`src/rtl/bht_resolve_queue.sv`:
```
// In-order queue of fetch-time branch predictions, resolved oldest-first by EX.
// Each resolve drives a registered BHT update and, on a mispredict, a one-cycle redirect.
module bht_resolve_queue #(
    parameter int unsigned ADDR_W = 30,
    parameter int unsigned DEPTH  = 4,
    parameter int unsigned CNT_W  = 3
) (
    input  logic              clk,
    input  logic              rst,
    input  logic              push_valid,
    output logic              push_ready,
    input  logic [ADDR_W-1:0] push_pc_4,
    input  logic [ADDR_W-1:0] push_guess_pc,
    input  logic [1:0]        push_guess_st,
    input  logic              flush,
    input  logic              res_valid,
    input  logic              res_is_branch,
    input  logic              res_taken,
    input  logic [ADDR_W-1:0] res_target,
    output logic              upd_en,
    output logic [ADDR_W-1:0] upd_pc_4,
    output logic [ADDR_W-1:0] upd_pc_remote,
    output logic [1:0]        upd_state_old,
    output logic              upd_succ,
    output logic              redirect_valid,
    output logic [ADDR_W-1:0] redirect_pc,
    output logic [CNT_W-1:0]  count,
    output logic              err_underflow
);

    localparam int unsigned PtrW = $clog2(DEPTH);

    logic [ADDR_W-1:0] pc4_mem   [DEPTH];
    logic [ADDR_W-1:0] guess_mem [DEPTH];
    logic [1:0]        st_mem    [DEPTH];

    logic [PtrW-1:0]   head_q, head_d, tail_q, tail_d;
    logic [CNT_W-1:0]  count_q, count_d;

    logic              upd_en_q, upd_en_d;
    logic [ADDR_W-1:0] upd_pc_4_q, upd_pc_4_d;
    logic [ADDR_W-1:0] upd_pc_remote_q, upd_pc_remote_d;
    logic [1:0]        upd_state_old_q, upd_state_old_d;
    logic              upd_succ_q, upd_succ_d;
    logic              redirect_valid_q, redirect_valid_d;
    logic [ADDR_W-1:0] redirect_pc_q, redirect_pc_d;
    logic              err_q, err_d;

    logic [ADDR_W-1:0] head_pc4, head_guess, actual_pc;
    logic [1:0]        head_st;
    logic              empty, resolve, mispredict_now, push_acc;

    assign head_pc4   = pc4_mem[head_q];
    assign head_guess = guess_mem[head_q];
    assign head_st    = st_mem[head_q];

    assign empty          = (count_q == '0);
    assign push_ready     = (count_q < CNT_W'(DEPTH));
    assign resolve        = res_valid && !empty && !flush;
    assign actual_pc      = (res_is_branch && res_taken) ? res_target : head_pc4;
    assign mispredict_now = resolve && (actual_pc != head_guess);
    // Pushes arriving alongside a mispredict are wrong-path and must not survive.
    assign push_acc       = push_valid && push_ready && !flush && !mispredict_now;

    always_comb begin
        head_d  = head_q;
        tail_d  = tail_q;
        count_d = count_q;
        if (flush || mispredict_now) begin
            head_d  = tail_q;
            count_d = '0;
        end else begin
            if (resolve) begin
                head_d = head_q + PtrW'(1);
            end
            if (push_acc) begin
                tail_d = tail_q + PtrW'(1);
            end
            count_d = count_q + CNT_W'(push_acc) - CNT_W'(resolve);
        end
    end

    always_comb begin
        upd_en_d         = 1'b0;
        redirect_valid_d = 1'b0;
        upd_pc_4_d       = upd_pc_4_q;
        upd_pc_remote_d  = upd_pc_remote_q;
        upd_state_old_d  = upd_state_old_q;
        upd_succ_d       = upd_succ_q;
        redirect_pc_d    = redirect_pc_q;
        err_d            = err_q | (res_valid && empty && !flush);
        if (resolve) begin
            upd_en_d         = res_is_branch;
            upd_pc_4_d       = head_pc4;
            upd_pc_remote_d  = res_taken ? res_target : head_guess;
            upd_state_old_d  = head_st;
            upd_succ_d       = res_taken;
            redirect_valid_d = mispredict_now;
            redirect_pc_d    = actual_pc;
        end
    end

    always_ff @(posedge clk) begin
        if (rst) begin
            head_q           <= '0;
            tail_q           <= '0;
            count_q          <= '0;
            upd_en_q         <= 1'b0;
            upd_pc_4_q       <= '0;
            upd_pc_remote_q  <= '0;
            upd_state_old_q  <= '0;
            upd_succ_q       <= 1'b0;
            redirect_valid_q <= 1'b0;
            redirect_pc_q    <= '0;
            err_q            <= 1'b0;
        end else begin
            head_q           <= head_d;
            tail_q           <= tail_d;
            count_q          <= count_d;
            upd_en_q         <= upd_en_d;
            upd_pc_4_q       <= upd_pc_4_d;
            upd_pc_remote_q  <= upd_pc_remote_d;
            upd_state_old_q  <= upd_state_old_d;
            upd_succ_q       <= upd_succ_d;
            redirect_valid_q <= redirect_valid_d;
            redirect_pc_q    <= redirect_pc_d;
            err_q            <= err_d;
        end
    end

    // Payload storage needs no reset; occupancy is tracked by head/tail/count.
    always_ff @(posedge clk) begin
        if (push_acc) begin
            pc4_mem[tail_q]   <= push_pc_4;
            guess_mem[tail_q] <= push_guess_pc;
            st_mem[tail_q]    <= push_guess_st;
        end
    end

    assign upd_en         = upd_en_q;
    assign upd_pc_4       = upd_pc_4_q;
    assign upd_pc_remote  = upd_pc_remote_q;
    assign upd_state_old  = upd_state_old_q;
    assign upd_succ       = upd_succ_q;
    assign redirect_valid = redirect_valid_q;
    assign redirect_pc    = redirect_pc_q;
    assign count          = count_q;
    assign err_underflow  = err_q;

endmodule

```
`config.mk`:
```
export PLATFORM = sky130hd
export DESIGN_NAME = bht_resolve_queue
export DESIGN_NICKNAME = d
export VERILOG_FILES = /design/src/rtl/bht_resolve_queue.sv
export SDC_FILE = /design/constraint.sdc
export NUM_CORES = 1
export LEC_CHECK = 0
export CORE_MARGIN = 5
export CORE_UTILIZATION = 55
export DETAILED_ROUTE_END_ITERATION = 6
export GPL_ROUTABILITY_DRIVEN = 0
export PLACE_DENSITY = 0.83
export SKIP_CTS_REPAIR_TIMING = 1
export SLEW_MARGIN = 20
export SYNTH_ARGS = -nofsm -noshare
export SYNTH_HDL_FRONTEND = slang
export SYNTH_SLANG_ARGS = --single-unit
```
`constraint.sdc`:
```
create_clock -name clk -period 9.4 [get_ports clk]
set_input_delay 1.88 -clock clk [delete_from_list [all_inputs] [get_ports clk]]
set_output_delay 1.88 -clock clk [all_outputs]
set_load 0.01 [all_outputs]
```
# After elaboration in Yosys (flattened, before gate mapping)
# Memories as Yosys holds them, arrays and structs flattened. A register that Yosys moved wholly into a read port is not among the register bits.
# Index checks and enable logic that the tools add are counted.
[op_classes]
eq_ne = 1
n_bitwise = 3
mux = 10
addsub = 4
reduce_logical = 18
n_lt_le_gt_ge = 1
[op_table]
columns = ["operator", "n"]
rows = [
  ["two-way mux 30 bit", 2],
  ["inequality test 30 bit", 1],
  ["two-way mux 2 bit", 6],
  ["logical AND 1 bit", 9],
  ["adder 2 x 1 -> 2 bit (second input constant)", 2],
  ["OR reduction 2 bit", 2],
  ["adder 3 x 1 -> 3 bit", 1],
  ["zero test 1 bit", 3],
  ["zero test 3 bit", 1],
  ["less-than comparator 3 bit (second input constant)", 1],
  ["subtractor 3 x 1 -> 3 bit", 1],
  ["two-way mux 1 bit", 2],
  ["NOT 1 bit", 2],
  ["AND reduction 2 bit", 1],
  ["nonzero test 2 bit", 1],
  ["logical OR 1 bit", 1],
  ["OR 1 bit", 1],
]
[word_totals]
ram_bits = 248
ff_bits = 101
memories = 3
[memory_table]
columns = ["name", "depth", "width", "rd", "rd_clocked_by_memory_dff", "write_ports", "line", "text"]
rows = [
  ["guess_mem", 4, 30, 1, 1, 1, "34", "logic [ADDR_W-1:0] guess_mem [DEPTH];"],
  ["pc4_mem", 4, 30, 1, 1, 1, "33", "logic [ADDR_W-1:0] pc4_mem [DEPTH];"],
  ["st_mem", 4, 2, 1, 1, 1, "35", "logic [1:0] st_mem [DEPTH];"],
]

# Logic depth before layout (Yosys ltp)
[logic_depth]
word_depth = 9
depth_mapped = 17
mapped_depth_nobuf = 14

# Worst setup path before layout
# Ideal clock, no wire load.
[synth_timing]
path_type = "input -> register"
startpoint = "in res_taken"
endpoint = "mem guess_mem[0][0], enable pin"
setup_ps = 417
n_path_buf = 3
path_stages = 10
t_arrival_ps = 5173
required_time_ps = 8983
slack_ps = 3811
cell_sequence = "clkbuf_1 nand2_1 clkbuf_1 mux2i_1 xor2_1 nand4_1 nor4_4 and2_1 buf_6 o211a_1"
[synth_via]
elab_chain_len = 8
[synth_rtl]
columns = ["element", "line", "text"]
rows = [
  ["start: declaration", "18", "input logic res_taken,"],
  ["logical AND 1 bit", "60", "assign actual_pc = (res_is_branch && res_taken) ? res_target : head_pc4;"],
  ["two-way mux 30 bit", "60", ""],
  ["inequality test 30 bit", "61", "assign mispredict_now = resolve && (actual_pc != head_guess);"],
  ["logical AND 1 bit", "61", ""],
  ["zero test 1 bit", "63", "assign push_acc = push_valid && push_ready && !flush && !mispredict_now;"],
  ["logical AND 1 bit", "63", ""],
  ["two-way mux 1 bit", "133", "if (push_acc) begin"],
  ["two-way mux 1 bit (implied by the code)", "135", "guess_mem[tail_q] <= push_guess_pc;"],
  ["end: declaration", "34", ""],
]
# Every way passes these cells.

# Worst setup path after layout
[layout_timing]
startpoint = "in res_taken"
endpoint = "reg count_q[2] (netlist: count[2])"
[layout_via]
elab_chain_len = 8
word_cells_on_any_way = 10
classes_between = "add/sub: 2; eq/ne: 1; mux: 1; reduce/logical: 6"
[layout_rtl]
columns = ["element", "line", "text"]
rows = [
  ["logical AND 1 bit *", "60", ""],
  ["two-way mux 30 bit *", "60", ""],
  ["inequality test 30 bit *", "61", ""],
  ["logical AND 1 bit *", "61", ""],
  ["zero test 1 bit", "63", ""],
  ["logical AND 1 bit", "63", ""],
  ["adder 3 x 1 -> 3 bit", "79", "count_d = count_q + CNT_W'(push_acc) - CNT_W'(resolve);"],
  ["subtractor 3 x 1 -> 3 bit", "79", ""],
  ["end signal: assignment", "119", "count_q <= count_d;"],
  ["end: declaration", "38", "logic [CNT_W-1:0] count_q, count_d;"],
]
# Mark *: on every way between the ends. The rest lies on a longest branch, timed or not.
# A chain may end at the register's enable or synchronous reset.

==> qor.yml <==
floorplanning:
  die_x_um: 168
  core_area_mm2: 0.0244
  io_pins: 199
  start_util_pct: 56.1
  fp.dieH_um: 168
  die-area_mm2: 0.0281
  fp-row-count: 57
clock_tree:
  cts_root_buf: "clkbuf_16"
  htreeDepth: 2
  cts_buffer_depth: 3
  worstSkewPairLatency_ns: 0.51
  cts_buffers: 35
  cts_tree: "done"
  clock_sinks: 353
  clk_pin_slew_ns: 0.06
detailed_routing:
  drt_first_pass_iters: 5
  wirelength_mm: 34.5
  drc: 0
  drt_iter0_markers: 898
  ant_nets: 0
  wl_per_cell_um: 24.9
  viasPerCell: 5.99
  vias: 8320
yosys:
  synth_edf_count: 248
  async_reset_ff_share_pct: 0
  avgSynthCellArea_um2: 16.1
  yosys.area.top_type: "edfxtp_1"
  yosys.cell_types.count: 40
  synth_cells: 852
  syn_area_mm2: 0.0137
  synth_nets: 958
  synth_area_leaders: "edfxtp_1, dfxtp_1, mux4_2"
  ys_ff_latch: 353
  yosysTopAreaCellShare_pct: 54.4
  yosys_warnings: 0
  ys_seq_area_share_pct: 69.8
  synth-main-ff-cell: "edfxtp_1"
setup_path:
  worst_path_max_delay_cell: "nand2_2"
  cp_num_buf_inv: 3
  r2r_cells: 15
  worstPathArrival_ns: 6.73
  cp-end-kind: "flop"
  crit_path_frequent_cell: "xnor2_1"
  cp.depth: 16
  path_delay_family: "simple AND/OR/NAND/NOR gates"
  critPathMaxFanout: 32
  critical_path_required_ns: 9.85
  slowest_delay_ns: 0.75
  path_cells: "buf_2 > buf_4 > nand2_2 > mux2i_1 > xnor2_1 > nor4_1 > and4bb_1 > and2_1 > o21ai_1 > ha_1 > inv_1 > ha_1 > fa_1 > xnor2_1 > xnor2_1 > o211a_1"
  crit_path_start_kind: "primary input"
  path_class: "primary input to flop"
global_routing:
  grt-ovfl-total: 0
  antenna_found_initial: 0
  grt_usage_pct: 24.2
  grt_max_degree: 103
  grt_pass1_wl_mm: 51.6
  grt_pass1_vias: 8367
sta:
  tightest_slew_ns: 1.07
  skew_ns: 0.0114
  max_slew_margin_pct: 28.8
  finalCritPeriodShare_pct: 66.9
  drv_slew: 0
  hold_viol_final: 0
  rsz0062_at_grt: "false"
  timing.fmax_ghz: 0.159
  period_minus_slack_ns: 6.29
  setup_viol: 0
  tns_ns: 0
power:
  comb_power_share_pct: 8.7
  leakage_uw: 0.00568
  seqPwrFrac_pct: 50.1
  p_int_uw: 2710
  total_power_uw: 3460
  p_sw_share_pct: 21.6
  power.switching_uw: 746
  p_clk_share_pct: 41.1
  peakVddDrop_uv: 154
  powerDensity_mw_per_mm2: 203
finish:
  syn_to_final_growth_pct: 24.7
  fin_cells: 1388
  layout.nets: 1144
  drive_above_1_share_pct: 12.0
  n_antenna_cell: 0
run_status:
  status: "completed"
min_path:
  hold_depth: 2
  min_path_type: "flop to flop"
placement:
  dp_cells: 1325
  hpwl_mm: 22.6
  io_buffers: 198
job:
  drv_cap: 0
[cells in the mapped netlist, types with 2 or more instances]
master    instances
edfxtp_1        248
dfxtp_1         105
nand2_1          71
nor2_1           63
mux4_2           62
a211oi_1         60
mux2i_1          60
clkbuf_1         39
a21oi_1          36
xor2_1           24
inv_1             8
xnor2_1           8
o211a_1           7
ha_1              6
nand4_1           6
buf_6             5
nand3_1           5
buf_1             4
buf_2             4
nor3_1            4
and3_1            3
buf_4             3
nor4_1            3
nor2b_1           2
[worst min-delay path, cell delays in order (launching register included)]
cell and delay, ns:
dfxtp_1 0.31, nand2_1 0.05, a21oi_1 0.05
[layout by cell type, fill, tap and decap left out, types with 2 or more instances in the layout]
cell type / count
nor4_1: 3
o211a_1: 3
a211oi_1: 60
nor3_1: 4
mux2i_1: 60
xnor2_1: 8
edfxtp_1: 248
nand4_1: 6
nor2b_1: 2
inv_1: 7
dfxtp_1: 103
nand2_1: 70
mux4_2: 62
nand3_1: 5
clkbuf_1: 12
buf_4: 6
clkbuf_16: 37
a21oi_1: 36
ha_1: 6
clkdlybuf4s50_1: 196
o211a_4: 4
clkbuf_8: 4
clkinv_1: 3
and3_1: 3
clkinv_2: 3
bufinv_16: 4
xor2_1: 24
nor2_1: 63
[cell type report]
type,count,area (µm²)
repair buffers,204,2020
flip-flops and latches,353,9550
clock buffers,53,1030
fillers,1567,7330
multi-input cells,435,3870
well taps,324,405
clock inverters,10,150
inverters,9,36.3
[state kept, by name (all words and copies together) (netlist names), 2 cells and up, named ones only]
name,count
upd_state_old,2
upd_pc_4,30
tail_q,2
guess_mem,120
upd_pc_remote,30
pc4_mem,120
redirect_pc,30
head_q,2
st_mem,8
count,3
[final timing paths]
| path | start | to | slack, ns |
|---|---|---|---|
| max reg2reg | flop | count[2]$_SDFF_PP0_ | 4.04 |
| max | res_taken | count[2]$_SDFF_PP0_ | 3.11 |
| min | upd_pc_4[20]$_SDFFE_PP0P_ | upd_pc_4[20]$_SDFFE_PP0P_ | 0.45 |
| min reg2reg | upd_pc_4[20]$_SDFFE_PP0P_ | upd_pc_4[20]$_SDFFE_PP0P_ | 0.45 |
[layer usage]
layer / global-route usage, % / vias to the layer above / routed length, µm
met5: 0 / - / 0
met3: 5.49 / 59 / 3380
met2: 37.9 / 449 / 16400
met1: 34.0 / 4149 / 13600
met4: 8.08 / 0 / 1140
li1: - / 3663 / -
[logic make-up after synthesis]
group           count (synthesis)  share of synthesized area (%)
buf+inv                        64                           2.15
compound gates                111                           5.60
fa+ha+maj                       7                          0.695
flops                         353                           69.8
xor+xnor                       32                           2.05
simple gates                  163                           5.10
mux                           122                           14.6
[power by group through the flow]
| stage | Combinational, µW | Sequential (µW) | Clock (µW) |
|---|---|---|---|
| floorplan | 163 | 1760 | 0 |
| global placement | 291 | 1760 | 0 |
| detailed placement | 297 | 1770 | 0 |
| CTS | 301 | 1730 | 1440 |
| global route | 320 | 1740 | 1510 |
| finish | 302 | 1730 | 1420 |
[through the flow]
step / utilization (%) / hold WS, ns / setup slack, ns / area, µm²
detailed placement: 65.1 / 0.446 / 2.74 / 15900
global placement: 65.1 / 0.444 / 2.92 / 15900
finish: 70.0 / 0.454 / 3.11 / 17100
CTS: 69.9 / 0.454 / 3.20 / 17100
floorplan: - / 0.481 / 3.81 / 13700
global route: 70.0 / 0.465 / 2.85 / 17100
Note: power is estimated with default switching activity, not from simulation.
==> variant: new RTL, config.mk and constraints unchanged <==
The parameter `ADDR_W` goes from 30 to 38.
--- a/src/rtl/bht_resolve_queue.sv
+++ b/src/rtl/bht_resolve_queue.sv
@@ -1,7 +1,7 @@
 // In-order queue of fetch-time branch predictions, resolved oldest-first by EX.
 // Each resolve drives a registered BHT update and, on a mispredict, a one-cycle redirect.
 module bht_resolve_queue #(
-    parameter int unsigned ADDR_W = 30,
+    parameter int unsigned ADDR_W = 38,
     parameter int unsigned DEPTH  = 4,
     parameter int unsigned CNT_W  = 3
 ) (
Ports: changed (6 resized); port bits go from 199 to 247. The function was not compared with the original's and may differ.
==> variant against the unedited design <==
Sequential cell count grew 88. Global-route usage grew 1.6 points. Power grew 22%. Count of clock-buffer cells in the layout grew 10. Combinational power grew 16%. Critical endpoint unchanged. Setup slack lost 0.24 ns. Clock skew grew 0.0068 ns. Non-clock buffer count grew 55. Largest cell class unchanged. Cell area grew 25%. Wire length grew 30%. Synthesized area grew 25%.
==> variant: results (changes against the unedited design) <==
metric	value	unit	change
status	finished, final reports clean		
synth_common_cells	edfxtp_1, dfxtp_1, nand2_1		
p_clk_share	40.6	%	-0.5 points
multi_input_area	4798	um^2	+24%
intPower	3.294	mW	+21%
holdWs	0.4542	ns	+0.00002100 ns
synth_compound_area_share	4.925	%	-0.67 points
wl_met2	22510	um	+38%
finalCritPeriodShare	69.42	%	+2.5 points
grtUsageTotal	25.81	%	+1.6 points
synth_mux_area_share	15.57	%	+0.98 points
syn_avg_cell_area	16.37	um^2	+2.0%
biggestRegsByFlops	guess_mem x152, pc4_mem x152		
setup_viol	0		unchanged
dp_hpwl	29910	um	+32%
cpPeakStageDelay	0.69	ns	-0.06 ns
grtUsageMet2	43.05	%	+5.2 points
rrSetupSlack	3.57	ns	-0.47 ns
cts_made_buffers	43		+23%
final_cells	1712		+23%
min_from	upd_state_old[0]		
drive_gt1_share	13.69	%	+1.7 points
antenna_found_initial	1		+1
wl_met3	3830	um	+13%
p_leak	6.881	nW	+21%
synth_enable_flop_cells	312		+26%
synth.net_count	1173		+22%
crit_arrival	6.96	ns	+0.23 ns
grt_pass1_wl	65720	um	+27%
wl_per_cell	26.23	um	+5.6%
relSlewSlack	28.22	%	-0.59 points
grt_pass1_vias	10526		+26%
grt_use_met3	4.240	%	-1.3 points
switching_share	21.86	%	+0.29 points
cp_slowest_cell	nand2_4		
place_ws	2.371	ns	-0.3669 ns
m1WireLength	16470	um	+21%
hold_path_class	reg -> reg		
htreeDepth	2		unchanged
finalClockSkew	0.01824	ns	+0.006816 ns
fillerInstances	1911		+22%
yosysSeqAreaShare	70.00	%	+0.20 points
nets	1412		+23%
yosys.area_share.adder	0.5570	%	-0.14 points
netlist_top_cells_area	edfxtp_1, dfxtp_1, mux4_2		
place_area	19920	um^2	+25%
synth_xor_area_share	2.052	%	+0.0032 points
grt_max_degree	110		+6.8%
numPortBuffers	246		+24%
min_to	upd_state_old[0]		
synth.distinct_cells	40		unchanged
dp.cells	1633		+23%
irDropWorstVdd	0.1131	mV	-26%
use_met1	33.99	%	about the same
p_comb	0.351	mW	+16%
cp_max_fo	40		+25%
drtIter0Drc	991		+10%
## variant: changes by cell type after synthesis, moves of 7 or more
cell / delta
nor2_1: +22
mux2i_4: +7
a211oi_1: +16
xnor2_1: +30
a21oi_1: +7
edfxtp_1: +64
mux4_2: +16
xor2_1: -22
o211a_1: -7
dfxtp_1: +24
nand2_1: +17
## variant: cells by family (layout without fill, tap and decap cells)
| family | count (synthesis) | after routing |
|---|---|---|
| adder cells (fa/ha/maj) | 7 | 7 |
| other | 0 | 1 |
| buffers and inverters | 77 | 349 |
| flip-flops | 441 | 441 |
| AO/OA/AOI/OAI | 124 | 124 |
| AND/OR/NAND/NOR | 197 | 197 |
| multiplexers | 157 | 157 |
| XOR/XNOR | 40 | 40 |
## variant: layout make-up
type                            count  share of cell area, %
Antenna cell                        1                0.01173
Clock buffer                       63                  5.989
Clock inverter                     15                 0.6159
Inverter                           12                 0.2346
Multi-Input combinational cell    525                  22.50
Sequential cell                   441                  56.07
Tap cell                          396                  2.323
Timing Repair Buffer              259                  12.26
